[src/rtl/multicycle_control.sv]
// rtl/multicycle_control.sv - multicycle CPU control FSM with memory wait timeout and retire counter
module multicycle_control #(
  parameter int OPWIDTH   = 3,
  parameter int MCODEBITS = 3,
  parameter int TIMEOUT   = 15,
  parameter int CNTW      = 16
) (
  input  logic                 clk,
  input  logic                 reset,
  input  logic                 start,
  input  logic                 halt,
  input  logic [MCODEBITS-1:0] instr,
  input  logic                 zero,
  input  logic                 mem_ready,
  output logic                 ir_load,
  output logic                 pc_en,
  output logic                 Branch,
  output logic                 ALUSrc,
  output logic                 MemWrite,
  output logic                 MemtoReg,
  output logic                 RegWrite,
  output logic [OPWIDTH-1:0]   ALUOp,
  output logic                 busy,
  output logic                 done,
  output logic                 err,
  output logic [CNTW-1:0]      retired
);

  localparam int WW = $clog2(TIMEOUT + 1);
  localparam logic [WW-1:0] WAIT_LAST = WW'(TIMEOUT - 1);
  localparam logic [OPWIDTH-1:0] ALU_PASS = OPWIDTH'(7);

  typedef enum logic [2:0] {
    IDLE, FETCH, DECODE, EXEC, MEM, WB, DONE
  } state_t;

  state_t               state, state_n;
  logic [MCODEBITS-1:0] op_q;
  logic [WW-1:0]        wait_cnt;
  logic [2:0]           op3;
  logic                 illegal, is_load, is_store, is_set;
  logic                 retire, abort;
  logic [OPWIDTH-1:0]   alu_sel;

  // Opcodes wider than three bits are only legal when the upper bits are clear.
  if (MCODEBITS > 3) begin : g_wide
    assign illegal = |op_q[MCODEBITS-1:3];
  end else begin : g_narrow
    assign illegal = 1'b0;
  end

  assign op3      = op_q[2:0];
  assign is_load  = !illegal && (op3 == 3'b011);
  assign is_store = !illegal && (op3 == 3'b100);
  assign is_set   = !illegal && (op3 == 3'b111);

  always_comb begin
    alu_sel = ALU_PASS;
    if (!illegal) begin
      case (op3)
        3'b000:  alu_sel = OPWIDTH'(0);
        3'b001:  alu_sel = OPWIDTH'(1);
        3'b010:  alu_sel = OPWIDTH'(2);
        default: alu_sel = ALU_PASS;
      endcase
    end
  end

  always_ff @(posedge clk or posedge reset) begin
    if (reset) begin
      state    <= IDLE;
      op_q     <= '0;
      wait_cnt <= '0;
      retired  <= '0;
      err      <= 1'b0;
    end else begin
      state <= state_n;
      if (state == DECODE) op_q <= instr;
      if (state == MEM && !mem_ready) wait_cnt <= wait_cnt + 1'b1;
      else                            wait_cnt <= '0;
      if (retire && !(&retired)) retired <= retired + 1'b1;
      if (abort) err <= 1'b1;
    end
  end

  always_comb begin
    state_n  = state;
    ir_load  = 1'b0;
    pc_en    = 1'b0;
    Branch   = 1'b0;
    ALUSrc   = 1'b0;
    MemWrite = 1'b0;
    MemtoReg = 1'b0;
    RegWrite = 1'b0;
    ALUOp    = ALU_PASS;
    retire   = 1'b0;
    abort    = 1'b0;
    busy     = (state != IDLE) && (state != DONE);
    done     = (state == DONE);
    case (state)
      IDLE, DONE: if (start) state_n = FETCH;
      FETCH: begin
        ir_load = 1'b1;
        state_n = DECODE;
      end
      DECODE: state_n = EXEC;
      EXEC: begin
        ALUOp = alu_sel;
        if (illegal) abort = 1'b1;
        else begin
          case (op3)
            3'b011, 3'b100: begin
              ALUSrc  = 1'b1;
              state_n = MEM;
            end
            3'b110: begin
              Branch = !zero;
              retire = 1'b1;
            end
            3'b111: begin
              ALUSrc  = 1'b1;
              state_n = WB;
            end
            default: state_n = WB;
          endcase
        end
      end
      MEM: begin
        ALUOp    = alu_sel;
        ALUSrc   = 1'b1;
        MemWrite = is_store;
        // Completion wins over timeout when both land on the same cycle.
        if (mem_ready) begin
          if (is_store) retire = 1'b1;
          else          state_n = WB;
        end else if (wait_cnt == WAIT_LAST) begin
          abort = 1'b1;
        end
      end
      WB: begin
        ALUOp    = alu_sel;
        ALUSrc   = is_set;
        RegWrite = 1'b1;
        MemtoReg = is_load;
        retire   = 1'b1;
      end
      default: state_n = IDLE;
    endcase
    if (retire || abort) begin
      pc_en   = 1'b1;
      state_n = halt ? DONE : FETCH;
    end
  end

endmodule

[config.mk]
export PLATFORM = sky130hd
export DESIGN_NAME = multicycle_control
export DESIGN_NICKNAME = d
export VERILOG_FILES = /design/src/rtl/multicycle_control.sv
export SDC_FILE = /design/constraint.sdc
export NUM_CORES = 1
export LEC_CHECK = 0
export ABC_AREA = 1
export CAP_MARGIN = 20
export CORE_ASPECT_RATIO = 1.2
export CORE_MARGIN = 2
export CORE_UTILIZATION = 41
export CTS_CLUSTER_DIAMETER = 80
export DETAILED_ROUTE_END_ITERATION = 10
export PLACE_DENSITY = 0.66
export SYNTH_ARGS = -nofsm -noshare
export SYNTH_HDL_FRONTEND = slang
export SYNTH_SLANG_ARGS = --single-unit
[constraint.sdc]
create_clock -name clk -period 1.8 [get_ports clk]
set_input_delay 0.27 -clock clk [delete_from_list [all_inputs] [get_ports clk]]
set_output_delay 0.27 -clock clk [all_outputs]
set_load 0.02 [all_outputs]
==> results.md <==
- Status: finished clean
- CP arrival: 1.49 ns
- Post-synthesis mux area share: 0%
- Crit-path max FO: 5
- Worst path most repeated cell: nand2_2
- Synthesized area: 1770 um2
- CTS max path bufs: 2
- GRT overflow: 0
- Layout cell share with drive strength beyond 1: 22.5%
- Synth cell types: 27
- Endpoints failing hold: 0
- Core area: 4200 um2
- CTS tree: built
- Power per cell area: 1080 nW/um2
- Routed vias: 1670
- Period utilization: 97.5%
- Ys Warns: 0
- Startpoint Class: flip-flop
- Sequential element share of the synthesized area: 38.2%
- Final Wtd Congestion: 0.879
- DRT Pass-1 Iters: 4
- Nets: 315
- Row cnt: 26
- Final setup viols: 0
- Unrepaired setup endpoints after global routing: true
- Worst-path clk slew: 0.10 ns
- CP Launch Point: state[0]$_DFFE_PP0P_
- Clock Skew: 0.00496 ns
- Routed WL: 3.97 mm
- Final ANT Viol Nets: 0
- Net Count, Synth: 253
- Worst min path class: in2async
- Die Height: 75.9 um
- Slew Limit Fails: 0
- Max-slew headroom: 67.2%
- Hold Buf Count CTS: 0
- Lkg Pwr: 1.18 nW
- Ports: 38
- Worst-path cell chain: nor2_4 -> nand2_2 -> nand2_2 -> o21ai_1 -> inv_1 -> nand2_1 -> clkdlybuf4s15_2
- Initial antenna violation count: 0
- Worst-skew pair later-pin latency: 0.27 ns
- Number of diodes: 0
- Biggest cell delay along the critical path: 0.47 ns
- Flops & latches, synth: 27
- Width of the die: 63.9 um
- Worst path bufs/invs: 2
- GRT Overall Usage: 17.8%
- Largest family of logic cells by synthesized area: simple AND/OR/NAND/NOR gates
- MaxCap Viol Count: 0
- Initial DRC Count: 70
- HPWL after DPL: 3.03 mm
- Total power: 2.57 mW
- H-tree levels: 1
- Top delay family on crit path: flip-flops
- FF-to-FF setup slack: 0.18 ns
- CP Class: reg2out
- Post-Synthesis Cells: 241
- Post-route DRC: 0
- Crit end category: primary output
- Starting Density: 42.1%
- TritonCTS Sinks: 27
- Crit path max-delay cell type: dfrtp_2
- Synth Area in Adders: 2.12%
- Routed wire per std cell: 11.1 um
- Post-synthesis average cell area: 7.33 um2
- Fmax: 570 MHz
- Post-Synth XOR/XNOR Area: 6.44%
- Layout area overhead: 34.3%
- First-pass GRT wire length: 7.16 mm
- Worst Path Required: 1.53 ns
- Largest net degree at the start of global routing: 28
- Minimum clock period after layout: 1.76 ns
- Vias in the first global route: 1681
- Area share of and/or/nand/nor cells after synthesis: 39.5%
- Die area: 4850 um2
- Routed vias/inst: 4.66
- Buffers on Ports: 37
- Root Driver: clkbuf_8
- Tightest Pin Transition: 0.488 ns
- Synth Area in Compound Gates: 3.61%
- Crit Reg-Reg Startpoint: retired[1]$_DFFE_PP0P_
- TritonCTS Buffers: 3
- VDD IR-drop max: 549 uV
- WHS: 0.356 ns
[state kept, by name (all words and copies together) (netlist names)]
register / flops
retired: 16
wait_cnt: 4
err: 1
state: 3
op3: 3
[path summary, 6_finish.rpt]
| kind | to | cells past startpoint |
|---|---|---|
| max reg2reg | retired[11]$_DFFE_PP0P_ | 10 |
| max in group asynchronous | state[2]$_DFFE_PP0P_ | 3 |
| min in group clk | err$_DFFE_PP0P_ | 2 |
| max | ALUOp[1] | 7 |
| min reg2reg | err$_DFFE_PP0P_ | 2 |
| min | op3[2]$_DFFE_PP0P_ | 3 |
[final cells by class]
| type | count | area (um2) |
|---|---|---|
| Tap cell | 56 | 70.1 |
| Sequential cell | 27 | 679 |
| Timing Repair Buffer | 60 | 504 |
| Fill cell | 396 | 1820 |
| Inverter | 36 | 140 |
| Clock inverter | 1 | 5.00 |
| Multi-Input combinational cell | 175 | 933 |
| Clock buffer | 3 | 41.3 |
[power breakdown]
part | switching, mW | leakage, nW | total (mW) | internal [mW]
sequential | 0.132 | 0.351 | 0.850 | 0.718
clock | 0.190 | 0.0255 | 0.345 | 0.155
combinational | 0.797 | 0.808 | 1.37 | 0.577
total | 1.12 | 1.18 | 2.57 | 1.45
[stage by stage]
step	std cells	cell area (um2)	setup TNS (ns)	util, %	setup slack [ns]
CTS	354	2340	-0.0134	55.8	-0.0134
floorplan	241	1770	0	-	0.0993
global route	358	2370	-0.0852	56.6	-0.0529
finish	358	2370	0	56.6	0.0442
detailed placement	350	2310	-0.744	55.1	-0.200
global placement	350	2310	-0.748	55.1	-0.181
[layer usage]
metal,global-route usage (%),vias up,routed length [um]
li1,-,872,-
met1,21.7,737,1740
met2,30.6,51,1960
met3,2.67,10,180
met4,7.61,0,94
met5,0,-,0
[cells in the mapped netlist (all sizes together)]
master | instances | area share (%)
nand4 | 7 | 2.8
xnor2 | 5 | 2.5
nand3 | 16 | 5.1
nand2 | 90 | 22
xor2 | 8 | 4.0
o311ai | 1 | 0.50
clkinv | 1 | 0.21
nor2 | 25 | 6.9
o21ai | 7 | 2.0
nor3 | 9 | 2.8
a21oi | 4 | 1.1
buf | 3 | 2.1
dfrtp | 27 | 38
inv | 35 | 7.7
ha | 3 | 2.1
[logic make-up (layout without fill, tap and decap cells)]
family | count (synthesis) | in the layout
XOR/XNOR | 13 | 13
flip-flops | 27 | 27
buffers and inverters | 39 | 100
AND/OR/NAND/NOR | 147 | 147
AO/OA/AOI/OAI | 12 | 12
adder cells (fa/ha/maj) | 3 | 3
[tightest hold or removal path, stage by stage]
cell and delay (ns):
clkdlybuf4s50_1 0.39, inv_1 0.05, buf_4 0.32
[timing repair]
item / CTS / global route
pin swaps: 0 / 2
setup endpoints to repair: 12 / 11
buffers inserted: 0 / 4
gates resized for setup: 41 / 11
[cells in the final DEF (no fill, tap or decap), types with 3 or more instances in the layout]
cell	instances
a21oi_1	4
buf_2	6
buf_4	24
clkbuf_8	3
clkdlybuf4s50_1	25
dfrtp_1	24
dfrtp_2	3
ha_1	3
inv_1	29
inv_2	5
nand2_1	79
nand2_2	8
nand3_1	13
nand3_2	3
nand4_1	6
nor2_1	19
nor2_4	4
nor3_1	7
o21ai_0	4
o21ai_1	3
xnor2_1	5
xor2_1	8
(Power assumes the default switching activity.)
